**src/rtl/fpg8_pkg.sv**
```systemverilog
// fpg8 shared definitions: transfer op codes,
// sequencer states and default bank geometry.
package fpg8_pkg;

  localparam int DEF_WIDTH = 16;
  localparam int DEF_NREGS = 10;

  localparam logic [1:0] OP_MOV  = 2'b00;
  localparam logic [1:0] OP_LOAD = 2'b01;
  localparam logic [1:0] OP_INC  = 2'b10;
  localparam logic [1:0] OP_CLR  = 2'b11;

  typedef enum logic [1:0] {
    ST_IDLE,
    ST_DRIVE,
    ST_LATCH
  } state_t;

endpackage

```
**src/rtl/bus_reg_bank_if.sv**
```systemverilog
// Command/bus bundle between the transfer
// master and the register bank.
interface bus_reg_bank_if
  import fpg8_pkg::*;
#(
  parameter int WIDTH = DEF_WIDTH,
  parameter int SEL_W = 4
);

  logic             cmd_valid;
  logic             cmd_ready;
  logic [1:0]       cmd_op;
  logic [SEL_W-1:0] cmd_src;
  logic [SEL_W-1:0] cmd_dst;
  logic [WIDTH-1:0] ext_data;
  logic [WIDTH-1:0] bus;
  logic             done;
  logic             err;
  logic             carry;

  modport master (
    output cmd_valid, cmd_op, cmd_src,
    output cmd_dst, ext_data,
    input  cmd_ready, bus, done, err, carry
  );

  modport slave (
    input  cmd_valid, cmd_op, cmd_src,
    input  cmd_dst, ext_data,
    output cmd_ready, bus, done, err, carry
  );

endinterface

```
**src/rtl/bus_xfer_fsm.sv**
```systemverilog
// Step-qualified IDLE->DRIVE->LATCH sequencer
// with command capture and index check.
module bus_xfer_fsm
  import fpg8_pkg::*;
#(
  parameter int WIDTH = DEF_WIDTH,
  parameter int NREGS = DEF_NREGS,
  parameter int SEL_W = $clog2(NREGS)
) (
  input  logic             clk,
  input  logic             reset_n,
  input  logic             step,
  input  logic             cmd_valid,
  input  logic [1:0]       cmd_op,
  input  logic [SEL_W-1:0] cmd_src,
  input  logic [SEL_W-1:0] cmd_dst,
  input  logic [WIDTH-1:0] ext_data,
  output logic             cmd_ready,
  output logic             drive_en,
  output logic             write_en,
  output logic             illegal,
  output logic [1:0]       op,
  output logic [SEL_W-1:0] src,
  output logic [SEL_W-1:0] dst,
  output logic [WIDTH-1:0] data
);

  state_t state, state_nx;
  logic   accept;
  logic   bad;

  // src only matters for ops that read a register
  always_comb begin
    bad = int'(cmd_dst) >= NREGS;
    if (cmd_op == OP_MOV || cmd_op == OP_INC)
      bad = bad || (int'(cmd_src) >= NREGS);
  end

  always_comb begin
    state_nx = state;
    accept   = 1'b0;
    drive_en = 1'b0;
    write_en = 1'b0;
    unique case (state)
      ST_IDLE:
        if (step && cmd_valid) begin
          accept   = 1'b1;
          state_nx = ST_DRIVE;
        end
      ST_DRIVE:
        if (step) begin
          drive_en = 1'b1;
          state_nx = ST_LATCH;
        end
      ST_LATCH:
        if (step) begin
          write_en = 1'b1;
          state_nx = ST_IDLE;
        end
      default: state_nx = ST_IDLE;
    endcase
  end

  assign cmd_ready = (state == ST_IDLE);

  always_ff @(posedge clk or negedge reset_n) begin
    if (!reset_n) begin
      state   <= ST_IDLE;
      op      <= OP_MOV;
      src     <= '0;
      dst     <= '0;
      data    <= '0;
      illegal <= 1'b0;
    end else begin
      state <= state_nx;
      if (accept) begin
        op      <= cmd_op;
        src     <= cmd_src;
        dst     <= cmd_dst;
        data    <= ext_data;
        illegal <= bad;
      end
    end
  end

endmodule

```
**src/rtl/bus_reg_bank.sv**
```systemverilog
// Register bank on a shared registered bus,
// one word moved per command.
module bus_reg_bank
  import fpg8_pkg::*;
#(
  parameter int WIDTH = DEF_WIDTH,
  parameter int NREGS = DEF_NREGS,
  localparam int SEL_W = $clog2(NREGS)
) (
  input  logic             clk,
  input  logic             reset_n,
  input  logic             step,
  bus_reg_bank_if.slave    bif,
  input  logic [SEL_W-1:0] rd_sel,
  output logic [WIDTH-1:0] rd_data
);

  logic [WIDTH-1:0] regs [NREGS];
  logic [WIDTH-1:0] bus_q;
  logic [WIDTH-1:0] src_val;
  logic [WIDTH-1:0] drv_val;
  logic [WIDTH-1:0] wr_val;
  logic [WIDTH:0]   inc;
  logic             carry_q, done_q, err_q;

  logic             drive_en, write_en, illegal;
  logic [1:0]       op;
  logic [SEL_W-1:0] src, dst;
  logic [WIDTH-1:0] data;

  bus_xfer_fsm #(
    .WIDTH(WIDTH),
    .NREGS(NREGS),
    .SEL_W(SEL_W)
  ) u_fsm (
    .clk      (clk),
    .reset_n  (reset_n),
    .step     (step),
    .cmd_valid(bif.cmd_valid),
    .cmd_op   (bif.cmd_op),
    .cmd_src  (bif.cmd_src),
    .cmd_dst  (bif.cmd_dst),
    .ext_data (bif.ext_data),
    .cmd_ready(bif.cmd_ready),
    .drive_en (drive_en),
    .write_en (write_en),
    .illegal  (illegal),
    .op       (op),
    .src      (src),
    .dst      (dst),
    .data     (data)
  );

  assign src_val = (int'(src) < NREGS)
                 ? regs[src] : '0;

  always_comb begin
    drv_val = '0;
    if (!illegal) begin
      unique case (1'b1)
        (op == OP_MOV),
        (op == OP_INC):  drv_val = src_val;
        (op == OP_LOAD): drv_val = data;
        default:         drv_val = '0;
      endcase
    end
  end

  assign inc    = {1'b0, bus_q} + (WIDTH+1)'(1);
  assign wr_val = (op == OP_INC)
                ? inc[WIDTH-1:0] : bus_q;

  // done/err are plain pulses, not gated by step
  always_ff @(posedge clk or negedge reset_n) begin
    if (!reset_n) begin
      for (int i = 0; i < NREGS; i++)
        regs[i] <= '0;
      bus_q   <= '0;
      carry_q <= 1'b0;
      done_q  <= 1'b0;
      err_q   <= 1'b0;
    end else begin
      done_q <= write_en;
      err_q  <= write_en && illegal;
      if (drive_en)
        bus_q <= drv_val;
      if (write_en && !illegal) begin
        regs[dst] <= wr_val;
        if (op == OP_INC)
          carry_q <= inc[WIDTH];
      end
    end
  end

  assign rd_data = (int'(rd_sel) < NREGS)
                 ? regs[rd_sel] : '0;

  assign bif.bus   = bus_q;
  assign bif.done  = done_q;
  assign bif.err   = err_q;
  assign bif.carry = carry_q;

endmodule

```
**src/flat_wrapper.sv**
```systemverilog
// flat-port wrapper written by rule: the top's interface ports become plain ports
module bus_reg_bank_flat import fpg8_pkg::*;
#(
  parameter int WIDTH = DEF_WIDTH,
  parameter int NREGS = DEF_NREGS,
  localparam int SEL_W = $clog2(NREGS)
)
  (clk, reset_n, step, rd_sel, rd_data, bif_cmd_valid, bif_cmd_op, bif_cmd_src, bif_cmd_dst, bif_ext_data, bif_cmd_ready, bif_bus, bif_done, bif_err, bif_carry);
  bus_reg_bank_if #(.WIDTH(WIDTH), .SEL_W(($clog2((10))))) bif_i ();
  input  logic clk;
  input  logic reset_n;
  input  logic step;
  input  logic [SEL_W-1:0] rd_sel;
  output logic [WIDTH-1:0] rd_data;
  input wire logic [$bits(bif_i.cmd_valid)-1:0] bif_cmd_valid;
  input wire logic [$bits(bif_i.cmd_op)-1:0] bif_cmd_op;
  input wire logic [$bits(bif_i.cmd_src)-1:0] bif_cmd_src;
  input wire logic [$bits(bif_i.cmd_dst)-1:0] bif_cmd_dst;
  input wire logic [$bits(bif_i.ext_data)-1:0] bif_ext_data;
  output wire logic [$bits(bif_i.cmd_ready)-1:0] bif_cmd_ready;
  output wire logic [$bits(bif_i.bus)-1:0] bif_bus;
  output wire logic [$bits(bif_i.done)-1:0] bif_done;
  output wire logic [$bits(bif_i.err)-1:0] bif_err;
  output wire logic [$bits(bif_i.carry)-1:0] bif_carry;
  assign bif_i.cmd_valid = bif_cmd_valid;
  assign bif_i.cmd_op = bif_cmd_op;
  assign bif_i.cmd_src = bif_cmd_src;
  assign bif_i.cmd_dst = bif_cmd_dst;
  assign bif_i.ext_data = bif_ext_data;
  assign bif_cmd_ready = bif_i.cmd_ready;
  assign bif_bus = bif_i.bus;
  assign bif_done = bif_i.done;
  assign bif_err = bif_i.err;
  assign bif_carry = bif_i.carry;
  bus_reg_bank #(.WIDTH(WIDTH), .NREGS(NREGS)) u_core (.clk(clk), .reset_n(reset_n), .step(step), .bif(bif_i), .rd_sel(rd_sel), .rd_data(rd_data));
endmodule
```
**config.mk**
```make
export PLATFORM = sky130hd
export DESIGN_NAME = bus_reg_bank_flat
export DESIGN_NICKNAME = d
export VERILOG_FILES = /design/src/rtl/fpg8_pkg.sv /design/src/rtl/bus_reg_bank_if.sv /design/src/rtl/bus_xfer_fsm.sv /design/src/rtl/bus_reg_bank.sv /design/src/flat_wrapper.sv
export SDC_FILE = /design/constraint.sdc
export NUM_CORES = 1
export LEC_CHECK = 0
export CAP_MARGIN = 20
export CORE_AREA = 5 5 183 185
export CTS_BUF_LIST = sky130_fd_sc_hd__clkbuf_4
export DETAILED_ROUTE_END_ITERATION = 10
export DIE_AREA = 0 0 188 190
export SYNTH_ARGS = -nofsm -noshare
export SYNTH_HDL_FRONTEND = slang
export SYNTH_SLANG_ARGS = --single-unit
```
**constraint.sdc**
```tcl
create_clock -name clk -period 4.9 [get_ports clk]
set_clock_uncertainty 0.05 [all_clocks]
set_input_delay 0.735 -clock clk [delete_from_list [all_inputs] [get_ports clk]]
set_output_delay 0.735 -clock clk [all_outputs]
set_load 0.03 [all_outputs]
```
==> results_dict.tcl <==
set metrics [dict create \
    seq_area_um2 5210 \
    async_flop_share 1.00 \
    grt_pass1_vias 9480 \
    ioPinCount 70 \
    tightest_slew_ns 1.15 \
    crit_start "rd_sel[3]" \
    setup_viol 0 \
    detail-route-antenna-nets 0 \
    die-height_um 190 \
    cts_setup_buffers 0 \
    cp.required_ns 4.12 \
    port_buffers 69 \
    busiest_layer "met2" \
    utilization 0.424 \
    ctsResizeCount 0 \
    synth_flop_cell "dfrtp_1" \
    synthToLayoutAreaGrowth_pct 14.8 \
    synth_cells 1159 \
    yosysTopAreaCell "dfrtp_1" \
    final_common_cell "dfrtp_1" \
    crit_path_max_fanout 16 \
    gr-total-overflow 0 \
    initial_core_util 0.369 \
    wl_per_cell_um 21.6 \
    drt-vias-per-instance 5.77 \
    path_class "in2out" \
    tns_ns 0 \
    final_cell_mix "dfrtp_1 (207), nand2_1 (140), nor2_1 (94)" \
    row_count 66 \
    dp_hpwl_mm 23.8 \
    use_met1 0.291 \
    clkLatencyLatePin_ns 0.71 \
    startpoint_type "primary input" \
    avgSynthCellArea_um2 10.2 \
    status "completed" \
    syn_area_um2 11800 \
    slew_violations 0 \
    ys_seq_elements 208 \
    yosys_warnings 0 \
    dieWidth_um 188 \
    grt_use_total 0.200 \
    grt_setup_unrepaired "no" \
    layout.nets 1246 \
    syn_nets 1194 \
    htreeDepth 2 \
    synth_area_leaders "dfrtp_1 (44%), mux4_2 (12%), mux2i_1 (7.1%)" \
    grt_antenna_before_repair 1 \
    p_per_area_nw_per_um2 425 \
    min_path_type "in2async" \
    cts_tree "built" \
    p_total_w 0.00574 \
    vias 9594 \
    max_freq_mhz 254 \
    multi_input_area_um2 6080 \
    core_um2 31900 \
    synth_edf_count 0 \
    finalWirelength_mm 35.9 \
    numCtsBuffers 57 \
    grt_max_degree 137 \
    clockRootBuffer "clkbuf_4" \
    met2_usage 0.294 \
    cts.sinks 208 \
    dr.pass1.iters 5 \
    n_fill_cell 3057 \
    end_kind "output port" \
    min_period_over_period 0.805 \
    drive_above_1_share 0.183 \
    min_period_ns 3.94 \
    hold_viol 0 \
    clk_path_buf_depth 3 \
    synth_top_area_share 0.442 \
    vdd_drop_max_uv 166 \
    die-area_um2 35700 \
    drtIter0Drc 823 \
    ys_seq_area_frac 0.442 \
    gp_congestion 0.829 \
    grt_pass1_wl_mm 56.6 \
    drc 0 \
    r2r_start "u_core.u_fsm.src[0]" \
    grtUsageMet3 0.0517 \
    leakage_nw 5.51 \
    cts_hold_buf 0 \
    ys_types 57 \
    maxSlewHeadroom 0.233 \
    clkTransAtPathRegs_ns 0.07 \
    cp_data_arrival_time_ns 3.16 \
    drv_cap 0 \
]
-- layer usage --
metal / vias to the layer above / routed length, µm
li1: 4358 / -
met1: 4780 / 16600
met2: 395 / 15500
met3: 61 / 3090
met4: 0 / 696
met5: - / 0
-- power by group --
| part | internal [W] | switching [W] | total (W) |
|---|---|---|---|
| registers | 0.00203 | 0.000456 | 0.00248 |
| logic | 0.000728 | 0.000913 | 0.00164 |
| clock network | 0.000844 | 0.000774 | 0.00162 |
| total | 0.00360 | 0.00214 | 0.00574 |
-- layout make-up --
class | instances | area share
diodes | 1 | 0.000185
well taps | 408 | 0.0377
inverters | 11 | 0.00305
flip-flops and latches | 208 | 0.385
repair buffers | 99 | 0.0694
clock buffers | 78 | 0.0433
clock inverters | 24 | 0.0114
multi-input cells | 834 | 0.450
-- per-stage QoR --
stage	hold WS, ns	instances	worst slack [ns]	cell area [µm²]
2_1_floorplan	0.389	1159	1.85	11800
3_3_place_gp	0.423	1559	0.981	12800
3_5_place_dp	0.429	1559	1.03	12800
4_1_cts	0.166	1661	1.02	13500
5_1_grt	0.204	1663	0.824	13500
6_report	0.108	1663	0.956	13500
-- Yosys cell counts, types with 8 or more instances --
library cell	n
a21oi_1	79
a221oi_1	8
a32o_1	14
buf_1	10
buf_2	30
clkbuf_1	59
dfrtp_1	208
inv_1	10
mux2_2	27
mux2i_1	84
mux4_2	64
nand2_1	140
nand3_1	32
nand3b_1	18
nor2_1	95
nor3_1	59
nor4_1	27
o211ai_1	9
o21a_1	15
o21ai_0	82
o21ai_1	11
-- worst paths after layout --
path	endpoint	slack [ns]	depth (start not counted)
max	rd_data[12]	0.96	6
min	u_core.regs[155]	0.11	1
max reg2reg	u_core.bif.bus[6]	1.99	5
min reg2reg	u_core.regs[59]	0.44	2
max in group asynchronous	u_core.u_fsm.src[0]	3.60	2
min in group clk	u_core.regs[59]	0.44	2
-- logic make-up after synthesis --
group,count (synthesis),share of synthesized area
XOR/XNOR,11,0.00882
multiplexers,175,0.220
adder cells (fa/ha/maj),1,0.00106
AND/OR/NAND/NOR,421,0.173
AO/OA/AOI/OAI,226,0.112
buffers and inverters,117,0.0436
flip-flops,208,0.442
-- worst max-delay path, stage by stage --
cell	delay, ns
clkdlybuf4s50_1	0.52
nand2b_1	0.44
nor2_1	0.23
a21oi_1	0.06
o21ai_0	0.39
clkdlybuf4s50_1	0.77
-- registers in the layout (all words and copies together), names as in the netlist --
signal / count
u_core.regs: 160
u_core.bif.bus: 16
u_core.u_fsm.data: 16
u_core.u_fsm.dst: 4
u_core.u_fsm.src: 4
u_core.u_fsm.op: 2
u_core.u_fsm.state: 2
u_core.bif.carry: 1
u_core.bif.done: 1
u_core.bif.err: 1
u_core.u_fsm.illegal: 1
No activity file was read; power rests on OpenSTA's default activity.
==> variant 1: new RTL, config.mk and constraints unchanged <==
Change the package constant `DEF_WIDTH` from 16 to 14.
--- a/src/rtl/fpg8_pkg.sv
+++ b/src/rtl/fpg8_pkg.sv
@@ -2,7 +2,7 @@
 // sequencer states and default bank geometry.
 package fpg8_pkg;
 
-  localparam int DEF_WIDTH = 16;
+  localparam int DEF_WIDTH = 14;
   localparam int DEF_NREGS = 10;
 
   localparam logic [1:0] OP_MOV  = 2'b00;
Interface: changed (resized bif_bus, bif_ext_data and rd_data); port bits go from 70 to 64. The function was not compared with the original's and may differ.
==> variant 1 against the unedited design <==
- utilization is 7.9 points lower
- fmax is 1.2% higher
- routed wire length is 25% lower
- synthesized area is 17% lower
- total power is 21% lower
- design area is 19% lower
- sequential cell count is 24 lower
- sequential power is 9.3% lower
- via count is 24% lower
- setup slack better by 0.047 ns
- critical path type unchanged
==> variant 1: results (changes against the unedited design) <==
Place
  – GPL Wtd Cong: 0.8097 (-2.3%)
  – Place WS: 0.9405 ns (-0.09424 ns)
  – # port buffers: 63 (-8.7%)
  – Placed Cells: 1,344 (-14%)
  – DP HPWL: 18.70 mm (-21%)

Layout
  – Fin nets: 990 (-21%)
  – Multi-input gate share of total cell area: 43.01% (-2.0 points)
  – Non-clk invs: 19 (+8)
  – Max FFs per register: 140 (-13%)
  – Final non-filler cell total: 1,379 (-17%)
  – Clock network contribution to total cell area: 2.568% (-2.9 points)
  – Number of sequential cells: 184 (-12%)
  – Multi-input logic cell count: 655 (-21%)
  – Fill cells: 3,243 (+6.1%)
  – Reg with most FFs: u_core.regs
  – Non-clk buf share: 7.282% (+0.34 points)
  – Clock buffer cells: 21 (-73%)
  – Fraction of area in registers: 41.83% (+3.3 points)
  – Layout cell share with drive strength beyond 1: 16.80% (-1.5 points)
  – Count of non-CTS buffers in the layout: 80 (-19%)

Drt
  – Starting DRT DRC Count: 624 (-24%)
  – DR WL met3: 1.412 mm (-54%)
  – Routed length per instance: 19.62 um (-9.1%)
  – Via density: 5.260 (-8.8%)
  – Top routing layer used: met4
  – Drt first pass iters: 7 (+2)
  – Met2 WL: 12.19 mm (-22%)
  – WL met1: 13.29 mm (-20%)

Critical path
  – Reg2reg start: u_core.u_fsm.state[0]
  – Biggest cell delay along the critical path: 0.74 ns (-0.03 ns)
  – CP startpoint: rd_sel[1]
  – Worst path arrival time: 3.11 ns (-0.05 ns)
  – Crit-path slowest cell: clkdlybuf4s50_1
  – Worst-path fanout max: 14 (-2)

Power and ir drop
  – Leak: 4.406 nW (-20%)
  – Sw Pwr: 0.001779 W (-17%)
  – Peak supply drop: 152.3 uV (-8.0%)

Synthesis
  – Seq/Total Area, Yosys: 47.22% (+3.0 points)
  – Mapped Nets: 965 (-19%)
  – Synth area leaders: dfrtp_1, mux4_2, o21ai_0
  – Avg Inst Size Synth: 10.46 um^2 (+3.0%)
  – Unique masters post-synth: 51 (-11%)
  – Commonest cells post-synth: dfrtp_1, nand2_1, o21ai_0, mux4_2
  – Synth Warn #: 0 (unchanged)

Global routing
  – Grt met1 use: 22.96% (-6.2 points)
  – Vias in the first global route: 7,085 (-25%)
  – Largest net degree at the start of global routing: 94 (-31%)
  – Global Route Usage Sum: 15.26% (-4.7 points)
  – First-pass GRT wire length: 42.82 mm (-24%)
  – GR Util met2: 23.15% (-6.2 points)
  – Met3 Use GR: 2.954% (-2.2 points)

Clock tree
  – Worst-Skew Late Latency: 0.57 ns (-0.14 ns)
  – Post-CTS Setup Bufs: 0 (unchanged)
  – CTS H-tree lvls: 4 (+2)
  – Worst-path clk slew: 0.15 ns (+0.08 ns)
  – PostCTS Resize Cnt: 0 (unchanged)
  – TritonCTS Buffers: 17 (-70%)
  – CTS max path bufs: 2 (-1)

Status
  – Run status: completed

Timing
  – Slew @ Worst Pin: 1.071 ns (-0.07919 ns)
## variant 1: cell types whose count changed after synthesis, sizes merged, moves of 22 or more
cell / change
o21ai: +71
clkbuf: -26
nor4: -22
nor2: -58
a21oi: -52
nor3: -40
dfrtp: -24
mux2i: -44
## variant 1: final timing paths
kind | end | slack, ns | cells past startpoint
setup / recovery | rd_data[12] | 1.00 | 6
hold / removal | u_core.regs[98] | 0.17 | 1
setup reg to reg | u_core.regs[115] | 2.21 | 4
hold reg to reg | u_core.bif.carry | 0.46 | 2
max in group asynchronous | u_core.bif.bus[7] | 3.62 | 2
min in group clk | u_core.bif.carry | 0.46 | 2
## variant 1: power by group through the flow
stage	Clock [W]	Sequential [W]	Combinational (W)
2_1_floorplan	0	0.00212	0.000980
3_3_place_gp	0	0.00225	0.00140
3_5_place_dp	0	0.00227	0.00142
4_1_cts	0.000878	0.00224	0.00143
5_1_grt	0.000940	0.00230	0.00156
6_report	0.000850	0.00225	0.00143
## variant 1: worst max-delay path, delay by kind of cell
family	cells	cell delay [ns]
compound gates	2	0.36
buf+inv	2	1.18
simple gates	2	0.83
## variant 1: logic make-up (layout without fill, tap and decap cells)
family | Yosys count | in the layout | synth area share (%)
AO/OA/AOI/OAI | 219 | 219 | 12.45
XOR/XNOR | 12 | 12 | 1.078
adder cells (fa/ha/maj) | 1 | 1 | 0.1283
buffers and inverters | 93 | 131 | 4.453
flip-flops | 184 | 184 | 47.22
multiplexers | 121 | 121 | 19.93
other | 0 | 1 | 0
AND/OR/NAND/NOR | 302 | 302 | 14.74
## variant 1: through the flow
step	area (um^2)	util, %
finish	11010	34.55
global route	11010	34.55
CTS	10980	34.43
detailed placement	10690	33.55
global placement	10690	33.55
floorplan	9751	-
==> variant 2: new RTL, same settings <==
Made on the original files. The 3 states of `state_t` get a one-hot encoding in 3 bits.
--- a/src/rtl/fpg8_pkg.sv
+++ b/src/rtl/fpg8_pkg.sv
@@ -10,10 +10,10 @@
   localparam logic [1:0] OP_INC  = 2'b10;
   localparam logic [1:0] OP_CLR  = 2'b11;
 
-  typedef enum logic [1:0] {
-    ST_IDLE,
-    ST_DRIVE,
-    ST_LATCH
+  typedef enum logic [2:0] {
+    ST_IDLE  = 3'b001,
+    ST_DRIVE = 3'b010,
+    ST_LATCH = 3'b100
   } state_t;
 
 endpackage
Formal check against the unedited RTL: same outputs for any inputs over 4 cycles, from zero or initial values and one cycle with reset_n low; so few cycles prove little.
==> variant 2 against the unedited design <==
- setup slack better by 0.27 ns
- design area down 6.1%
- synthesized cell count down 15%
- routed wire length down 14%
- synthesized area down 8.8%
- sequential cell count up 1
- largest cell class is now sequential cells
Power is not compared: it rests on default switching activity, and its combinational part moved more than twofold at a synthesized area within 25%.
==> variant 2: results (changes against the unedited design) <==
Clock tree
  – CTS H-tree lvls: 2 (unchanged)
  – TritonCTS Buffers: 58 (+1.8%)
  – Post-CTS Setup Bufs: 0 (unchanged)
  – CTS root buffer: clkbuf_4

Synthesis
  – Unique masters post-synth: 53 (-7.0%)
  – Post-synth ARST share: 100.0% (unchanged)
  – Synth area leaders: dfrtp_1, mux4_2, o21ai_0
  – Mapped Nets: 1,022 (-14%)
  – Commonest cells post-synth: dfrtp_1, nand2_1, o21ai_0, mux4_2, a21oi_1
  – Seq/Total Area, Yosys: 48.71% (+4.5 points)

Place
  – GPL Wtd Cong: 0.8196 (-1.1%)
  – Dpl cell area: 11,950 um^2 (-6.5%)
  – Place WS: 1.268 ns (+0.2328 ns)
  – DP HPWL: 20.44 mm (-14%)

Power and ir drop
  – Peak supply drop: 123.3 uV
  – Leak: 5.242 nW

Global routing
  – Largest net degree at the start of global routing: 92 (-33%)
  – Global Route Usage Sum: 17.26% (-2.7 points)
  – Vias in the first global route: 8,385 (-12%)
  – Initial antenna violation count: 2 (+1)
  – First-pass GRT wire length: 48.85 mm (-14%)

Drt
  – Routed length per instance: 20.23 um (-6.3%)
  – Via density: 5.401 (-6.4%)
  – Drt first pass iters: 5 (unchanged)
  – Starting DRT DRC Count: 829 (+0.73%)

Critical path
  – Worst path arrival time: 2.89 ns (-0.27 ns)
  – Worst-path fanout max: 32 (+16)
  – Crit-path slowest cell: o21ai_0
  – Biggest cell delay along the critical path: 0.62 ns (-0.15 ns)
  – Worst-case reg-to-reg path depth: 5 (unchanged)
  – R2R Setup Slk: 2.39 ns (+0.40 ns)
  – Reg2Reg Capture Point: u_core.bif.bus[10]

Layout
  – Layout cell share with drive strength beyond 1: 22.86% (+4.5 points)
  – Fin nets: 1,100 (-12%)
  – Fill cells: 3,120 (+2.1%)

Timing
  – Slew headroom: 27.81% (+4.5 points)
  – Final worst slack: 1.228 ns (+0.2724 ns)
  – Worst hold margin: 0.04547 ns (-0.06211 ns)

Min path
  – Hold/Removal Path Class: in -> async

Status
  – Run status: completed
## variant 2: logic make-up (layout without fill, tap and decap cells)
logic type	after synthesis	after routing	synth area share, %
AND/OR/NAND/NOR	292	292	12.86
buffers and inverters	73	197	2.971
multiplexers	139	139	20.86
other	0	1	0
flip-flops	209	209	48.71
XOR/XNOR	15	15	1.538
adder cells (fa/ha/maj)	1	1	0.1165
AO/OA/AOI/OAI	258	258	12.94
## variant 2: how the worst max path moves through the flow
| stage | from | end | cells past startpoint |
|---|---|---|---|
| floorplan | rd_sel[1] | rd_data[11] | 5 |
| global placement | rd_sel[3] | rd_data[2] | 6 |
| detailed placement | rd_sel[1] | rd_data[1] | 6 |
| CTS | rd_sel[1] | rd_data[1] | 6 |
| global route | rd_sel[3] | rd_data[2] | 6 |
| finish | rd_sel[1] | rd_data[1] | 6 |
## variant 2: final cells by class
cell class                 count  area (um^2)  share of cell area [%]
clock inverter                13        52.55                  0.4138
tap                          408        510.5                   4.019
multi-input combinational    705         5190                   40.86
inverter                       4        15.01                  0.1182
clock buffer                  93        698.2                   5.497
antenna                        1        2.502                 0.01970
sequential                   209         5233                   41.20
timing repair buffer          87        999.7                   7.871
## variant 2: power by group through the flow
stage / combinational, W / clock [W] / sequential (W)
3_3_place_gp: 0.000728 / 0 / 0.00201
3_5_place_dp: 0.000730 / 0 / 0.00202
5_1_grt: 0.000795 / 0.00174 / 0.00201
2_1_floorplan: 0.000492 / 0 / 0.00196
4_1_cts: 0.000736 / 0.00165 / 0.00199
6_report: 0.000731 / 0.00160 / 0.00198
## variant 2: routing by layer
| layer | GRT usage [%] | wire (um) | vias to the layer above |
|---|---|---|---|
| li1 | - | - | 3775 |
| met1 | 24.39 | 14330 | 4123 |
| met2 | 26.71 | 13860 | 244 |
| met3 | 3.688 | 1764 | 65 |
| met4 | 5.562 | 779 | 2 |
| met5 | 0 | 13 | - |
## variant 2: per-stage QoR
step           util, %  cells
6_report         39.85   1520
3_3_place_gp     37.48   1413
3_5_place_dp     37.48   1413
2_1_floorplan        -    987
5_1_grt          39.85   1520
4_1_cts          39.84   1519
